**config.mk**
```make
export PLATFORM = sky130hd
export DESIGN_NAME = alu_cmd_dispatch
export DESIGN_NICKNAME = d
export VERILOG_FILES = /design/src/rtl/alu_cmd_dispatch.sv
export SDC_FILE = /design/constraint.sdc
export NUM_CORES = 1
export LEC_CHECK = 0
export ABC_AREA = 1
export BUFFER_PORTS_ARGS = -buffer_cell sky130_fd_sc_hd__buf_2
export CORE_MARGIN = 2
export CORE_UTILIZATION = 41
export CTS_CLUSTER_DIAMETER = 150
export CTS_CLUSTER_SIZE = 28
export DETAILED_ROUTE_END_ITERATION = 12
export PLACE_DENSITY = 0.59
export SETUP_SLACK_MARGIN = 0.3
export SKIP_CTS_REPAIR_TIMING = 1
export SYNTH_ARGS = -nofsm -noshare
export SYNTH_HDL_FRONTEND = slang
export SYNTH_SLANG_ARGS = --single-unit
```
**constraint.sdc**
```tcl
create_clock -name clk -period 13.6 [get_ports clk]
set_clock_uncertainty 0.1 [all_clocks]
set_input_delay 0.68 -clock clk [delete_from_list [all_inputs] [get_ports clk]]
set_output_delay 0.68 -clock clk [all_outputs]
set_load 0.1 [all_outputs]
```
**src/rtl/alu_cmd_dispatch.sv**
```systemverilog
// Command sequencer in front of the ALU: queues tagged commands, drives the
// start/op/A/B beat sequence (two operand beats for FP_OP), returns one response per command.
module alu_cmd_dispatch #(
  parameter int unsigned WIDTH   = 32,
  parameter int unsigned DEPTH   = 4,
  parameter int unsigned TAG_W   = 4,
  parameter int unsigned TIMEOUT = 1023,
  parameter logic [4:0]  FP_OP   = 5'b01000
) (
  input  logic             clk,
  input  logic             rst,
  input  logic             cmd_valid,
  output logic             cmd_ready,
  input  logic [4:0]       cmd_op,
  input  logic             cmd_fp,
  input  logic             cmd_rs1_signed,
  input  logic             cmd_rs2_signed,
  input  logic [WIDTH-1:0] cmd_a0,
  input  logic [WIDTH-1:0] cmd_b0,
  input  logic [WIDTH-1:0] cmd_a1,
  input  logic [WIDTH-1:0] cmd_b1,
  input  logic [TAG_W-1:0] cmd_tag,
  output logic             start_alu,
  output logic             rs1_signed,
  output logic             rs2_signed,
  output logic             operation_ieee754_or_integer,
  output logic [4:0]       op,
  output logic [WIDTH-1:0] A,
  output logic [WIDTH-1:0] B,
  input  logic             busy_alu,
  input  logic             valid_alu,
  input  logic             error_alu,
  input  logic [WIDTH-1:0] result,
  output logic             rsp_valid,
  input  logic             rsp_ready,
  output logic [WIDTH-1:0] rsp_result,
  output logic [TAG_W-1:0] rsp_tag,
  output logic             rsp_err,
  output logic             rsp_timeout
);

  localparam int unsigned AW = (DEPTH < 2) ? 1 : $clog2(DEPTH);
  localparam int unsigned CW = $clog2(DEPTH + 1);
  localparam int unsigned TW = (TIMEOUT < 2) ? 1 : $clog2(TIMEOUT + 1);

  typedef struct packed {
    logic [4:0]       op;
    logic             fp;
    logic             s1;
    logic             s2;
    logic [WIDTH-1:0] a0;
    logic [WIDTH-1:0] b0;
    logic [WIDTH-1:0] a1;
    logic [WIDTH-1:0] b1;
    logic [TAG_W-1:0] tag;
  } entry_t;

  typedef enum logic [2:0] {S_IDLE, S_ISSUE0, S_ISSUE1, S_WAIT, S_RESP} state_t;

  // Command FIFO
  entry_t         r_mem [DEPTH];
  entry_t         w_wr_ent;
  entry_t         w_head;
  logic [AW-1:0]  r_wr_ptr, r_rd_ptr;
  logic [CW-1:0]  r_count, w_count_nxt;
  logic           r_cmd_ready;
  logic           w_push, w_pop;

  always_comb begin
    w_wr_ent     = '0;
    w_wr_ent.op  = cmd_op;
    w_wr_ent.fp  = cmd_fp;
    w_wr_ent.s1  = cmd_rs1_signed;
    w_wr_ent.s2  = cmd_rs2_signed;
    w_wr_ent.a0  = cmd_a0;
    w_wr_ent.b0  = cmd_b0;
    w_wr_ent.a1  = cmd_a1;
    w_wr_ent.b1  = cmd_b1;
    w_wr_ent.tag = cmd_tag;
  end

  assign w_push = cmd_valid && r_cmd_ready;
  assign w_head = r_mem[r_rd_ptr];

  always_comb begin
    w_count_nxt = r_count;
    if (w_push && !w_pop)      w_count_nxt = r_count + CW'(1);
    else if (!w_push && w_pop) w_count_nxt = r_count - CW'(1);
  end

  always_ff @(posedge clk) begin
    if (w_push) r_mem[r_wr_ptr] <= w_wr_ent;
  end

  always_ff @(posedge clk or negedge rst) begin
    if (!rst) begin
      r_wr_ptr    <= '0;
      r_rd_ptr    <= '0;
      r_count     <= '0;
      r_cmd_ready <= 1'b1;
    end else begin
      if (w_push) r_wr_ptr <= r_wr_ptr + AW'(1);
      if (w_pop)  r_rd_ptr <= r_rd_ptr + AW'(1);
      r_count     <= w_count_nxt;
      r_cmd_ready <= (w_count_nxt != CW'(DEPTH));
    end
  end

  // Sequencer state and registered outputs
  state_t           r_state, w_state_nxt;
  logic             r_start, w_start_nxt;
  logic [4:0]       r_op, w_op_nxt;
  logic             r_fp, w_fp_nxt, r_s1, w_s1_nxt, r_s2, w_s2_nxt;
  logic [WIDTH-1:0] r_a, w_a_nxt, r_b, w_b_nxt, r_a1, w_a1_nxt, r_b1, w_b1_nxt;
  logic [TAG_W-1:0] r_tag, w_tag_nxt;
  logic             r_beat, w_beat_nxt;
  logic             r_got, w_got_nxt;
  logic [TW-1:0]    r_tcnt, w_tcnt_nxt, w_tcnt_inc;
  logic             r_rsp_valid, w_rsp_valid_nxt;
  logic [WIDTH-1:0] r_rsp_result, w_rsp_result_nxt;
  logic [TAG_W-1:0] r_rsp_tag, w_rsp_tag_nxt;
  logic             r_rsp_err, w_rsp_err_nxt;
  logic             r_rsp_timeout, w_rsp_timeout_nxt;

  assign w_tcnt_inc = r_tcnt + TW'(1);

  always_comb begin
    w_state_nxt       = r_state;
    w_pop             = 1'b0;
    w_start_nxt       = 1'b0;
    w_op_nxt          = r_op;
    w_fp_nxt          = r_fp;
    w_s1_nxt          = r_s1;
    w_s2_nxt          = r_s2;
    w_a_nxt           = r_a;
    w_b_nxt           = r_b;
    w_a1_nxt          = r_a1;
    w_b1_nxt          = r_b1;
    w_tag_nxt         = r_tag;
    w_beat_nxt        = r_beat;
    w_got_nxt         = r_got;
    w_tcnt_nxt        = r_tcnt;
    w_rsp_valid_nxt   = r_rsp_valid;
    w_rsp_result_nxt  = r_rsp_result;
    w_rsp_tag_nxt     = r_rsp_tag;
    w_rsp_err_nxt     = r_rsp_err;
    w_rsp_timeout_nxt = r_rsp_timeout;

    // A completion seen while still issuing is kept until the beats finish
    if ((r_state == S_ISSUE0 || r_state == S_ISSUE1 || r_state == S_WAIT) && valid_alu) begin
      w_got_nxt         = 1'b1;
      w_rsp_result_nxt  = result;
      w_rsp_err_nxt     = error_alu;
      w_rsp_timeout_nxt = 1'b0;
    end

    case (r_state)
      S_IDLE: begin
        if (r_count != '0 && !busy_alu) begin
          w_pop       = 1'b1;
          w_start_nxt = 1'b1;
          w_op_nxt    = w_head.op;
          w_fp_nxt    = w_head.fp;
          w_s1_nxt    = w_head.s1;
          w_s2_nxt    = w_head.s2;
          w_a_nxt     = w_head.a0;
          w_b_nxt     = w_head.b0;
          w_a1_nxt    = w_head.a1;
          w_b1_nxt    = w_head.b1;
          w_tag_nxt   = w_head.tag;
          w_beat_nxt  = 1'b0;
          w_got_nxt   = 1'b0;
          w_state_nxt = S_ISSUE0;
        end
      end
      S_ISSUE0: begin
        if (r_op == FP_OP && !r_beat) begin
          w_beat_nxt  = 1'b1;
          w_start_nxt = 1'b1;
        end else if (r_op == FP_OP) begin
          w_start_nxt = 1'b1;
          w_a_nxt     = r_a1;
          w_b_nxt     = r_b1;
          w_state_nxt = S_ISSUE1;
        end else if (r_got || valid_alu) begin
          w_rsp_valid_nxt = 1'b1;
          w_rsp_tag_nxt   = r_tag;
          w_state_nxt     = S_RESP;
        end else begin
          w_tcnt_nxt  = '0;
          w_state_nxt = S_WAIT;
        end
      end
      S_ISSUE1: begin
        if (r_got || valid_alu) begin
          w_rsp_valid_nxt = 1'b1;
          w_rsp_tag_nxt   = r_tag;
          w_state_nxt     = S_RESP;
        end else begin
          w_tcnt_nxt  = '0;
          w_state_nxt = S_WAIT;
        end
      end
      S_WAIT: begin
        w_tcnt_nxt = w_tcnt_inc;
        if (valid_alu) begin
          w_rsp_valid_nxt = 1'b1;
          w_rsp_tag_nxt   = r_tag;
          w_state_nxt     = S_RESP;
        end else if (w_tcnt_inc == TW'(TIMEOUT)) begin
          w_rsp_result_nxt  = '0;
          w_rsp_err_nxt     = 1'b0;
          w_rsp_timeout_nxt = 1'b1;
          w_rsp_valid_nxt   = 1'b1;
          w_rsp_tag_nxt     = r_tag;
          w_state_nxt       = S_RESP;
        end
      end
      S_RESP: begin
        if (rsp_ready) begin
          w_rsp_valid_nxt = 1'b0;
          w_state_nxt     = S_IDLE;
        end
      end
      default: w_state_nxt = S_IDLE;
    endcase
  end

  always_ff @(posedge clk or negedge rst) begin
    if (!rst) r_state <= S_IDLE;
    else      r_state <= w_state_nxt;
  end

  always_ff @(posedge clk or negedge rst) begin
    if (!rst) begin
      r_start       <= 1'b0;
      r_op          <= '0;
      r_fp          <= 1'b0;
      r_s1          <= 1'b0;
      r_s2          <= 1'b0;
      r_a           <= '0;
      r_b           <= '0;
      r_a1          <= '0;
      r_b1          <= '0;
      r_tag         <= '0;
      r_beat        <= 1'b0;
      r_got         <= 1'b0;
      r_tcnt        <= '0;
      r_rsp_valid   <= 1'b0;
      r_rsp_result  <= '0;
      r_rsp_tag     <= '0;
      r_rsp_err     <= 1'b0;
      r_rsp_timeout <= 1'b0;
    end else begin
      r_start       <= w_start_nxt;
      r_op          <= w_op_nxt;
      r_fp          <= w_fp_nxt;
      r_s1          <= w_s1_nxt;
      r_s2          <= w_s2_nxt;
      r_a           <= w_a_nxt;
      r_b           <= w_b_nxt;
      r_a1          <= w_a1_nxt;
      r_b1          <= w_b1_nxt;
      r_tag         <= w_tag_nxt;
      r_beat        <= w_beat_nxt;
      r_got         <= w_got_nxt;
      r_tcnt        <= w_tcnt_nxt;
      r_rsp_valid   <= w_rsp_valid_nxt;
      r_rsp_result  <= w_rsp_result_nxt;
      r_rsp_tag     <= w_rsp_tag_nxt;
      r_rsp_err     <= w_rsp_err_nxt;
      r_rsp_timeout <= w_rsp_timeout_nxt;
    end
  end

  assign cmd_ready                    = r_cmd_ready;
  assign start_alu                    = r_start;
  assign op                           = r_op;
  assign operation_ieee754_or_integer = r_fp;
  assign rs1_signed                   = r_s1;
  assign rs2_signed                   = r_s2;
  assign A                            = r_a;
  assign B                            = r_b;
  assign rsp_valid                    = r_rsp_valid;
  assign rsp_result                   = r_rsp_result;
  assign rsp_tag                      = r_rsp_tag;
  assign rsp_err                      = r_rsp_err;
  assign rsp_timeout                  = r_rsp_timeout;

endmodule

```
; Yosys cells after proc, flatten, opt, wreduce, memory -nomap -nowiden
; Memory sizes are Yosys's and may differ from the RTL's.
; Index checks and enable logic that the tools add are counted.
[op_classes]
eq_ne = 14
addsub = 5
muxes = 60
reduce_logical = 25
[op_table]
columns = op, count
row1 = $mux W32, 10
row2 = $pmux W32 S2, 2
row3 = $mux W10, 3
row4 = $pmux W10 S3, 1
row5 = $mux W3, 9
row6 = $mux W1, 25
row7 = $mux W4, 5
row8 = $pmux W3 S5, 1
row9 = $pmux W4 S3, 1
row10 = $reduce_and A4 Y1, 3
row11 = $add A10 B1 Y10 const B, 1
row12 = $eq A10 B10 Y1 const B, 1
row13 = $ne A2 B2 Y1 const B, 4
row14 = $eq A3 B2 Y1 const B, 2
row15 = $logic_and A1 B1 Y1, 6
row16 = $reduce_and A3 Y1, 2
row17 = $reduce_bool A3 Y1, 2
row18 = $eq A5 B4 Y1 const B, 1
row19 = $reduce_and A5 Y1, 1
row20 = $add A2 B1 Y2 const B, 2
row21 = $logic_not A1 Y1, 4
row22 = $ne A2 B1 Y1 const B, 2
row23 = $pmux W1 S2, 2
row24 = $pmux W1 S4, 1
row25 = 11 further kinds, 13
[word_totals]
elab_cells = 128
mem_bits_rw = 560
memories = 1
reg_bits = 203
inputBits = 179
[mem_list]
columns = name, words, word_bits, rd, rd_clocked_by_memory_dff, wr, line
row1 = r_mem, 4, 140, 1, 0, 1, 61  ; entry_t r_mem [DEPTH];

; Logic depth before layout (Yosys ltp)
[depth]
ltp_word = 8
depth_mapped = 12
depth_no_buf = 12

; Worst setup path after synthesis
; Ideal clock, no wire load.
[synth_timing]
kind = register to register
from = register r_cmd_ready, in the netlist cmd_ready
to = memory r_mem[0][0] in the netlist's numbering (enable)
path_stages_with_launch = 3
slack_ns = 5.883
arrival_time_ns = 6.975
period_less_slack_ns = 7.717
path_cell_list = dfstp_2 nand2_1 nor2_1
[synth_between]
elab_chain_cells = 3
[synth_rtl]
columns = item, line
row1 = from (decl), 66  ; logic r_cmd_ready;
row2 = from (signal assigned), 105  ; r_cmd_ready <= (w_count_nxt != CW'(DEPTH));
row3 = $logic_and A1 B1 Y1, 82  ; assign w_push = cmd_valid && r_cmd_ready;
row4 = $mux W1, 92  ; if (w_push) r_mem[r_wr_ptr] <= w_wr_ent;
row5 = $mux W1 (not written as such), 92
row6 = to (decl), 61
; Every way passes these cells.

; Worst setup path in the final report
[layout_timing]
from = register r_state[2]
to = register r_b[20], in the netlist B[20]
[layout_between]
elab_chain_cells = 3
word_cells_on_any_way = 8
cone_classes = eq/ne: 4 / mux: 1 / reduce/logical: 3
[layout_rtl]
columns = item, line
row1 = from (decl), 110  ; state_t r_state, w_state_nxt;
row2 = from (signal assigned), 231  ; else r_state <= w_state_nxt;
row3 = $eq A3 B1 Y1 or $logic_not A3 Y1 (tied branches), 157  ; case (r_state)
row4 = "$ne A2 B1 Y1 (no source line), or another cell as far along", --
row5 = $reduce_and A4 Y1 (no source line), --
row6 = to (signal assigned), 261  ; r_b <= w_b_nxt;
row7 = to (decl), 114  ; logic [WIDTH-1:0] r_a, w_a_nxt, r_b, w_b_nxt, r_a1, w_a1_nxt, r_b1, w_b1_nxt;
; Parallel ways exist; a longest one is shown, timed or not.
; A chain may end at the register's enable or synchronous reset.

==> impl_metrics.env <==
export IMPL_outcome="finished with violations"
export IMPL_violations="negative hold slack"
export IMPL_via_count=19060
export IMPL_synth_commonest_cells="edfxtp_1 (560), nor2_1 (468), o21ai_0 (362)"
export IMPL_area_growth_syn_to_layout_pct=10.85
export IMPL_synth_enable_flop_cells=560
export IMPL_cts_buffer_depth=3
export IMPL_drcViolationCount=0
export IMPL_clkPwrFrac_pct=13.9
export IMPL_final_nets=2779
export IMPL_critPathArrivalTime_ps=3660
export IMPL_worst_hold_slack_ps=-49.70
export IMPL_viasPerCell=5.323
export IMPL_fin_setup_tns_ps=0
export IMPL_fp_dieH_microns=272.1
export IMPL_worstHoldPathType="input port to asynchronous set/reset pin"
export IMPL_p_int_w=0.004325
export IMPL_regToRegStartpoint="r_state[2]"
export IMPL_power_density_nw_per_um2=245.9
export IMPL_p_sw_w=0.003708
export IMPL_power_frac_seq_pct=42.0
export IMPL_initial_core_util_pct=41.29
export IMPL_cts_clk_slew_worst_paths_ps=110
export IMPL_async_flop_share_pct=26.61
export IMPL_rsz0062_at_grt="false"
export IMPL_cts_tree="yes"
export IMPL_end_kind="register"
export IMPL_gp_congestion=0.8262
export IMPL_max_freq_mhz=303.0
export IMPL_core_area_sq_um=71360
export IMPL_rows=98
export IMPL_cap_violations=0
export IMPL_critical_path_class="register to register"
export IMPL_grtUsageTotal_pct=18.94
export IMPL_dr_pass1_iters=5
export IMPL_antenna_found_initial=27
export IMPL_yosys_warnings=0
export IMPL_avgSynthCellArea_sq_um=12.33
export IMPL_drt_iter0_drc=1448
export IMPL_clkLatencyLatePin_ps=620
export IMPL_clock_tree_root_cell="clkbuf_16"
export IMPL_cp_required_ps=13960
export IMPL_synth_seq_cells=763
export IMPL_yosys_area_top_type="edfxtp_1"
export IMPL_antenna_left=0
export IMPL_overflow=0
export IMPL_power_leakage_nw=11.80
export IMPL_avgRoutedWirePerCell_microns=19.93
export IMPL_cts_sinks=763
export IMPL_setup_viol=0
export IMPL_synth_distinct_cells=34
export IMPL_netlist_area_sq_um=29460
export IMPL_crit_fanout=72
export IMPL_worst_pin_slew_ps=1230
export IMPL_period_needed_ps=3300
export IMPL_die_w_microns=272.1
export IMPL_slew_headroom_pct=17.98
export IMPL_synthCells=2390
export IMPL_port_buffers=291
export IMPL_cts_htree_levels=1
export IMPL_fin_crit_sh_pct=24.27
export IMPL_timing_final_max_slew_violations=0
export IMPL_final_util_pct=45.77
export IMPL_grt_pass1_wl_mm=109.6
export IMPL_finalWirelength_mm=71.36
export IMPL_grt_max_degree=207
export IMPL_layout_drive_gt1_share_pct=14.65
export IMPL_p_sw_share_pct=46.16
export IMPL_yosysMostFrequentCell="edfxtp_1"
export IMPL_pin_count=292
export IMPL_fill_cells=6573
export IMPL_ys_top_cells_by_area="edfxtp_1 (57%), dfrtp_1 (17%), o21ai_0 (6.1%)"
export IMPL_cp_startpoint="r_state[2]"
export IMPL_dpl_hpwl_mm=40.09
export IMPL_yosysSeqAreaShare_pct=74.32
export IMPL_die_area_sq_um=74020
export IMPL_cts_buffers=31
export IMPL_synth_nets=2578
export IMPL_start_kind="register"
export IMPL_grt_pass1_vias=18640
export IMPL_hold_violations=20
export IMPL_synth_top_cell_area_share_pct=57.07
export IMPL_max_vdd_ir_drop_mv=0.1703
export IMPL_pwr_share_comb_pct=44.0
export IMPL_synth_main_ff_cell="edfxtp_1"
==> metal layers <==
metal / share of wire (%) / global-route usage, % / vias to the layer above
met5: 0.22 / 0 / -
li1: - / - / 8881
met1: 43 / 25.24 / 9516
met3: 6.4 / 3.597 / 93
met2: 49 / 32.39 / 542
met4: 1.7 / 4.020 / 26
==> placed cells by master, fill, tap and decap left out, types with 4 or more instances in the layout <==
cell type and instances:
a21oi_1 38, a22oi_1 34, a31oi_1 62, buf_2 290, buf_4 29, clkbuf_1 25, clkbuf_16 31, dfrtp_1 200
diode_2 15, edfxtp_1 560, ha_1 9, inv_1 70, inv_2 6, nand2_1 227, nand3_1 46, nand4_1 4
nor2_1 464, nor2_4 8, o21ai_0 362, o21ai_1 13, o22ai_1 110, xor2_1 4
==> power by group through the flow <==
stage / registers (W) / clock network, W / logic, W
2_1_floorplan: 0.00454 / 0 / 0.00162
3_3_place_gp: 0.00341 / 0 / 0.00351
3_5_place_dp: 0.00343 / 0 / 0.00357
4_1_cts: 0.00338 / 0.00115 / 0.00357
5_1_grt: 0.00343 / 0.00123 / 0.00386
6_report: 0.00338 / 0.00112 / 0.00354
==> logic make-up (layout without fill, tap and decap cells) <==
kind of cell | after synthesis | in the layout | synth area share [%]
xor+xnor | 4 | 4 | 0.1189
flops | 763 | 763 | 74.32
other cells | 0 | 15 | 0
buf+inv | 232 | 457 | 3.304
simple gates | 757 | 757 | 10.14
compound gates | 625 | 625 | 11.73
fa+ha+maj | 9 | 9 | 0.3822
==> state kept, by name, indices dropped and copies added, names as in the netlist, 4 cells and up <==
name / cells
r_mem: 560
A: 32
B: 32
r_a1: 32
r_b1: 32
rsp_result: 32
r_tcnt: 10
op: 5
r_tag: 4
rsp_tag: 4
==> layout make-up <==
cell class                 instances  area [sq um]  area share (%)
tap                              950          1189           3.639
multi-input combinational       1395          6633           20.31
timing repair buffer             320          1684           5.157
sequential                       763         21900           67.07
clock inverter                     1         30.03         0.09194
clock buffer                      56         869.6           2.663
inverter                          80         312.8          0.9577
antenna                           15         37.54          0.1149
==> stage by stage <==
stage	cells	cell area [sq um]	power, W	hold WS [ps]	setup WS [ps]
floorplan	2390	29460	0.006160	284.4	5883
global placement	3508	31720	0.006925	377.3	10310
detailed placement	3508	31720	0.006996	382.9	10240
CTS	3565	32620	0.008105	-30.00	10240
global route	3573	32640	0.008521	-11.45	10040
finish	3580	32660	0.008032	-49.70	10300
==> worst paths after layout <==
check	end	slack (ps)	cells after the start
max	B[20]	10300	8
min	rsp_result[2]	-50	1
min in group clk	r_mem[3][60]	150	1
min reg2reg	rsp_tag[0]	410	2
max in group asynchronous	A[9]	11980	2
max reg2reg	B[20]	10300	8
==> critical path, cell delays in order, from the launching register on <==
cell	delay, ps
dfrtp_1	410
nor2_1	170
nand2_2	60
buf_4	300
inv_4	580
nand4_4	270
a21oi_4	230
buf_4	690
a31oi_1	190
(Power assumes the default switching activity.)
